$ cat src/rtl/mem_access_ctrl.sv
// rtl/mem_access_ctrl.sv - MEM-stage access controller for a variable-latency memory port
// Latches one access in IDLE, waits for ack or timeout in BUSY, releases the pipeline in DONE.
module mem_access_ctrl #(
  parameter int TIMEOUT = 64,
  parameter int CNT_W   = 32
) (
  input  logic             clk,
  input  logic             rst_n,
  input  logic [2:0]       load_type_MEM,
  input  logic [3:0]       cache_write_en_MEM,
  input  logic [31:0]      addr_MEM,
  input  logic [31:0]      wdata_MEM,
  output logic             mem_req,
  output logic [3:0]       mem_we,
  output logic [31:0]      mem_addr,
  output logic [31:0]      mem_wdata,
  input  logic             mem_ack,
  input  logic [31:0]      mem_rdata,
  output logic             stall_mem,
  output logic [31:0]      load_data_WB,
  output logic             timeout_err,
  output logic [CNT_W-1:0] load_cnt,
  output logic [CNT_W-1:0] store_cnt,
  output logic [CNT_W-1:0] timeout_cnt
);

  typedef enum logic [1:0] {IDLE, BUSY, DONE} state_t;

  localparam logic [7:0] LAST_CYC = 8'(TIMEOUT - 1);

  state_t           state_q;
  logic [31:0]      addr_q;
  logic [31:0]      wdata_q;
  logic [3:0]       we_q;
  logic [2:0]       ltype_q;
  logic             was_load_q;
  logic [7:0]       cyc_q;
  logic             mem_req_q;
  logic             timeout_err_q;
  logic [31:0]      load_data_q;
  logic [CNT_W-1:0] load_cnt_q;
  logic [CNT_W-1:0] store_cnt_q;
  logic [CNT_W-1:0] timeout_cnt_q;

  logic is_load;
  logic is_store;
  logic req;

  assign is_load  = (load_type_MEM >= 3'd1) && (load_type_MEM <= 3'd5);
  assign is_store = |cache_write_en_MEM;
  assign req      = is_load | is_store;

  function automatic logic [31:0] extend(input logic [2:0] ltype, input logic [1:0] b,
                                         input logic [31:0] rdata);
    logic [31:0] sh;
    logic [15:0] half;
    sh   = rdata >> {b, 3'b000};
    half = b[1] ? rdata[31:16] : rdata[15:0];
    case (ltype)
      3'd1:    extend = {{24{sh[7]}}, sh[7:0]};
      3'd2:    extend = {{16{half[15]}}, half};
      3'd3:    extend = rdata;
      3'd4:    extend = {24'd0, sh[7:0]};
      3'd5:    extend = {16'd0, half};
      default: extend = 32'd0;
    endcase
  endfunction

  always_ff @(posedge clk) begin
    if (!rst_n) begin
      state_q       <= IDLE;
      addr_q        <= '0;
      wdata_q       <= '0;
      we_q          <= '0;
      ltype_q       <= '0;
      was_load_q    <= 1'b0;
      cyc_q         <= '0;
      mem_req_q     <= 1'b0;
      timeout_err_q <= 1'b0;
      load_data_q   <= '0;
      load_cnt_q    <= '0;
      store_cnt_q   <= '0;
      timeout_cnt_q <= '0;
    end else begin
      timeout_err_q <= 1'b0;
      case (state_q)
        IDLE: begin
          if (req) begin
            // A load wins over a simultaneous store, so its byte enables are dropped.
            addr_q     <= addr_MEM;
            wdata_q    <= wdata_MEM;
            we_q       <= is_load ? 4'd0 : cache_write_en_MEM;
            ltype_q    <= load_type_MEM;
            was_load_q <= is_load;
            cyc_q      <= '0;
            mem_req_q  <= 1'b1;
            state_q    <= BUSY;
          end
        end
        BUSY: begin
          cyc_q <= cyc_q + 8'd1;
          if (mem_ack) begin
            mem_req_q <= 1'b0;
            state_q   <= DONE;
            if (was_load_q) begin
              load_data_q <= extend(ltype_q, addr_q[1:0], mem_rdata);
              load_cnt_q  <= load_cnt_q + CNT_W'(1);
            end else begin
              store_cnt_q <= store_cnt_q + CNT_W'(1);
            end
          end else if (cyc_q == LAST_CYC) begin
            mem_req_q     <= 1'b0;
            state_q       <= DONE;
            load_data_q   <= '0;
            timeout_err_q <= 1'b1;
            timeout_cnt_q <= timeout_cnt_q + CNT_W'(1);
          end
        end
        DONE:    state_q <= IDLE;
        default: state_q <= IDLE;
      endcase
    end
  end

  assign stall_mem    = ((state_q == IDLE) && req) || (state_q == BUSY);
  assign mem_req      = mem_req_q;
  assign mem_we       = we_q;
  assign mem_addr     = {addr_q[31:2], 2'b00};
  assign mem_wdata    = wdata_q;
  assign load_data_WB = load_data_q;
  assign timeout_err  = timeout_err_q;
  assign load_cnt     = load_cnt_q;
  assign store_cnt    = store_cnt_q;
  assign timeout_cnt  = timeout_cnt_q;

endmodule

$ cat config.mk
export PLATFORM = sky130hd
export DESIGN_NAME = mem_access_ctrl
export DESIGN_NICKNAME = d
export VERILOG_FILES = /design/src/rtl/mem_access_ctrl.sv
export SDC_FILE = /design/constraint.sdc
export NUM_CORES = 1
export LEC_CHECK = 0
export CORE_UTILIZATION = 31
export CTS_BUF_LIST = sky130_fd_sc_hd__clkbuf_8
export CTS_CLUSTER_DIAMETER = 40
export DETAILED_ROUTE_END_ITERATION = 10
export GPL_TIMING_DRIVEN = 0
export MAX_ROUTING_LAYER = met4
export PLACE_DENSITY = 0.66
export SYNTH_ARGS = -nofsm -noshare
export SYNTH_HDL_FRONTEND = slang
export SYNTH_SLANG_ARGS = --single-unit
$ cat constraint.sdc
create_clock -name clk -period 2.72 [get_ports clk]
set_input_delay 0.544 -clock clk [delete_from_list [all_inputs] [get_ports clk]]
set_output_delay 0.544 -clock clk [all_outputs]
set_load 0.05 [all_outputs]
==> run metrics <==
final setup fails 0; Netlist cell types 57; Routability Congestion a little under 0.9; post-synth top area cell dfxtp_1; VDD IR-drop max between 0.0003 and 0.0004 V; Initial Util about a third; CTS tree built; Post-synth ARST share 0%; top cells by area, synth dfxtp_1 (45%), nand2_1 (8.3%), a21oi_1 (6.1%); Pwr Total 8519 uW; RSZ-0062 raised after global routing no; CP Max Fanout 5; drt first pass iters 5; Die Ht between 150 and 200 um; Core Region about 30,000 um2; worst path arrival time roughly 2100 ps; Port-buffer cells ~300; reg2reg start cyc_q[0]; worst-case reg-to-reg path depth 7; nets 1,621; Crit path required time roughly 2200 ps; Global Route Usage Sum 19.98%; fmax 0.3779 GHz; Hold Path End mem_wdata[22]; first-pass GRT wire length a little under 50,000 um; Routed WL per cell 16.03 um; antenna violations before repair 1; Syn Std Cell Area approximately 9500 um2; drt via density approximately 5; CTS buffer count between 40 and 50; Placement Setup Slack -688.9 ps; row count 63; Power Dens Cells 607.3 nW/um2; Worst-path clk slew about 60 ps; outcome finished clean; I/O pins roughly 300; Pleak 0.005139 uW; fin area 14,030 um2; top-area cell type share of the netlist area between 40% and 50%; via count between 9,000 and 10,000; CTS H-tree depth 2; kind of critical path input port to primary output; setup slack, reg-to-reg between 200 and 250 ps; Clock Sinks approximately 210; worst slew pin tran roughly 940 ps; fin cells between 1,500 and 2,000; CP startpoint kind input port; Slowest-stage cell, CP clkdlybuf4s50_1; Seq/Total Area, Yosys around 45%; YS warnings 0; Final Cycle Share about 100%; CP endpoint kind primary output; gate family responsible for the most delay along the worst path buffers and inverters; gr ovfl total 0; Detail Route Antenna Nets 0; Layout Skew between 20 and 30 ps; Period minus WS final about 2600 ps; Mean Syn Cell Area roughly 8.2 um2; Skew-Pair Late Insertion Delay roughly 540 ps; Hold Path Class flip-flop to flip-flop; Routed WL approximately 31,000 um; Worst R2R End timeout_cnt[23]; clock root cell clkbuf_8; Placed Cells between 1,500 and 2,000; largest net degree at the start of global routing 12; placed inst area around 13,000 um2; Critical Path Max Stage Delay about 480 ps; die area between 30,000 and 40,000 um2; Fill cells 2,949; count of final max-slew check failures 0; Worst Path Buf+Inv 2; crit path cell chain clkdlybuf4s50_1, o41ai_2, nand3_1, clkbuf_2; worst setup margin around 74 ps; DR DRC count 0; Top FF cell, synth dfxtp_1; Die W roughly 180 um; setup TNS 0 ps; Syn-to-layout area delta 48.12%; Iteration-0 DRC Markers ~590; Max Cap Viol 0; share of cells above drive strength 1 just under 9%; number of flops mapped to enable cells by yosys 0; Cells after Synth 1,162; Rel. slew slack 36.97%; vias in the first global route between 9,000 and 10,000; min-delay src mem_wdata[22]; hold path depth 2; count leader, synth dfxtp_1; Max Buffers Root-to-Sink 3; Post-synth top cells dfxtp_1 (212), nand2_1 (210), a21oi_1 (116), nor2_1 (99), clkbuf_1 (49); Hold Fails Final Rpt 0; Synth Register Bits ~210; detailed placement HPWL 23,260 um
## timing repair
action / 4_1_cts / 5_1_grt
endpoints found under the setup margin: 11 / 11
buffers inserted: 0 / 0
cloned: 0 / 0
gates resized for setup: 3 / 4
pin swaps: 0 / 0
hold buffers: 0 / 0
## cell families after synthesis
group / after synthesis / share of synthesized area, %
and+or+nand+nor: 525 / 27.00
other: 1 / 0.03960
DFF: 212 / 44.81
muxes: 7 / 0.8984
AOI/OAI and AO/OA: 226 / 14.08
adders and majority gates: 4 / 0.5285
xor gates and xnor gates: 71 / 6.566
buffers and inverters: 116 / 6.064
## how the worst max path moves through the flow
stage                                     start  slack, ps  depth (start not counted)         endpoint
after floorplan                  timeout_cnt[4]        470                          6  timeout_cnt[23]
after global placement                    rst_n       -710                          6       addr_q[20]
after detailed placement                  rst_n       -690                          6       addr_q[17]
after CTS                 cache_write_en_MEM[1]        -90                          4        stall_mem
after global routing      cache_write_en_MEM[1]          5                          4        stall_mem
final                     cache_write_en_MEM[1]         70                          4        stall_mem
## power by group
part	leakage [uW]	switching [uW]	internal (uW)	total [uW]
registers	0.00172	62.8	3220	3280
logic	0.00285	850	506	1360
clock network	0.000562	1420	2460	3880
total	0.00514	2330	6190	8520
## tightest hold or removal path, cell delays in order (launching register included)
cell	delay [ps]
dfxtp_1	310
nand2_1	50
a21oi_1	50
## routing by layer
metal / part of all wire [%] / track usage (%)
met5: 0 / -
met4: 2.0 / 5.639
met3: 6.0 / 3.952
met2: 49 / 32.84
met1: 44 / 24.76
## registers in the layout, summed over array words and instances (netlist names), 2 cells and up
name          cells
timeout_cnt      32
load_data_WB     32
state_q           2
store_cnt        32
cyc_q             8
mem_we            4
ltype_q           3
mem_wdata        32
load_cnt         32
addr_q           32
## through the flow
| stage | util (%) | hold slack (ps) |
|---|---|---|
| 3_5_place_dp | 43.46 | 442.0 |
| 2_1_floorplan | - | 432.2 |
| 4_1_cts | 46.95 | 450.5 |
| 5_1_grt | 46.95 | 465.7 |
| 3_3_place_gp | 43.46 | 436.8 |
| 6_report | 46.95 | 447.7 |
## area by class of cell
type                       count  area, um2  area share [%]
inverter                      19      71.32          0.5084
sequential                   212       4244           30.26
multi-input combinational    835       4663           33.24
clock inverter                23      291.5           2.078
timing repair buffer         302       3018           21.51
buffer                        97      505.5           3.604
clock buffer                  54      743.2           5.298
tap                          390      488.0           3.479
antenna                        1      2.502         0.01784
## layout by cell type, fill, tap and decap left out, types with 3 or more instances in the layout
master,Yosys,routed
clkdlybuf4s50_1,0,301
dfxtp_1,212,212
nand2_1,210,210
a21oi_1,116,116
nor2_1,99,99
clkbuf_8,0,54
clkbuf_1,49,47
nand3_1,44,44
o21ai_0,44,44
xnor2_1,38,38
xor2_1,33,33
buf_4,32,32
nand4_1,30,30
inv_1,19,27
nor3_1,22,22
nor2b_1,20,20
and3_1,18,18
a22o_1,17,17
nor4_1,16,16
buf_2,15,15
or3_1,15,15
and2_1,11,11
and4_1,10,10
or4_1,9,9
a22oi_1,9,9
o221ai_1,7,7
bufinv_16,0,7
nand2b_1,6,6
o31ai_1,6,6
clkinv_2,0,5
mux2i_1,4,4
ha_1,4,4
a221o_1,3,3
o211ai_1,3,3
clkbuf_2,0,3
o21a_1,3,3
o21ai_1,3,3
a31oi_1,3,3
a221oi_1,3,3
Power figures use the tool's default switching activity.
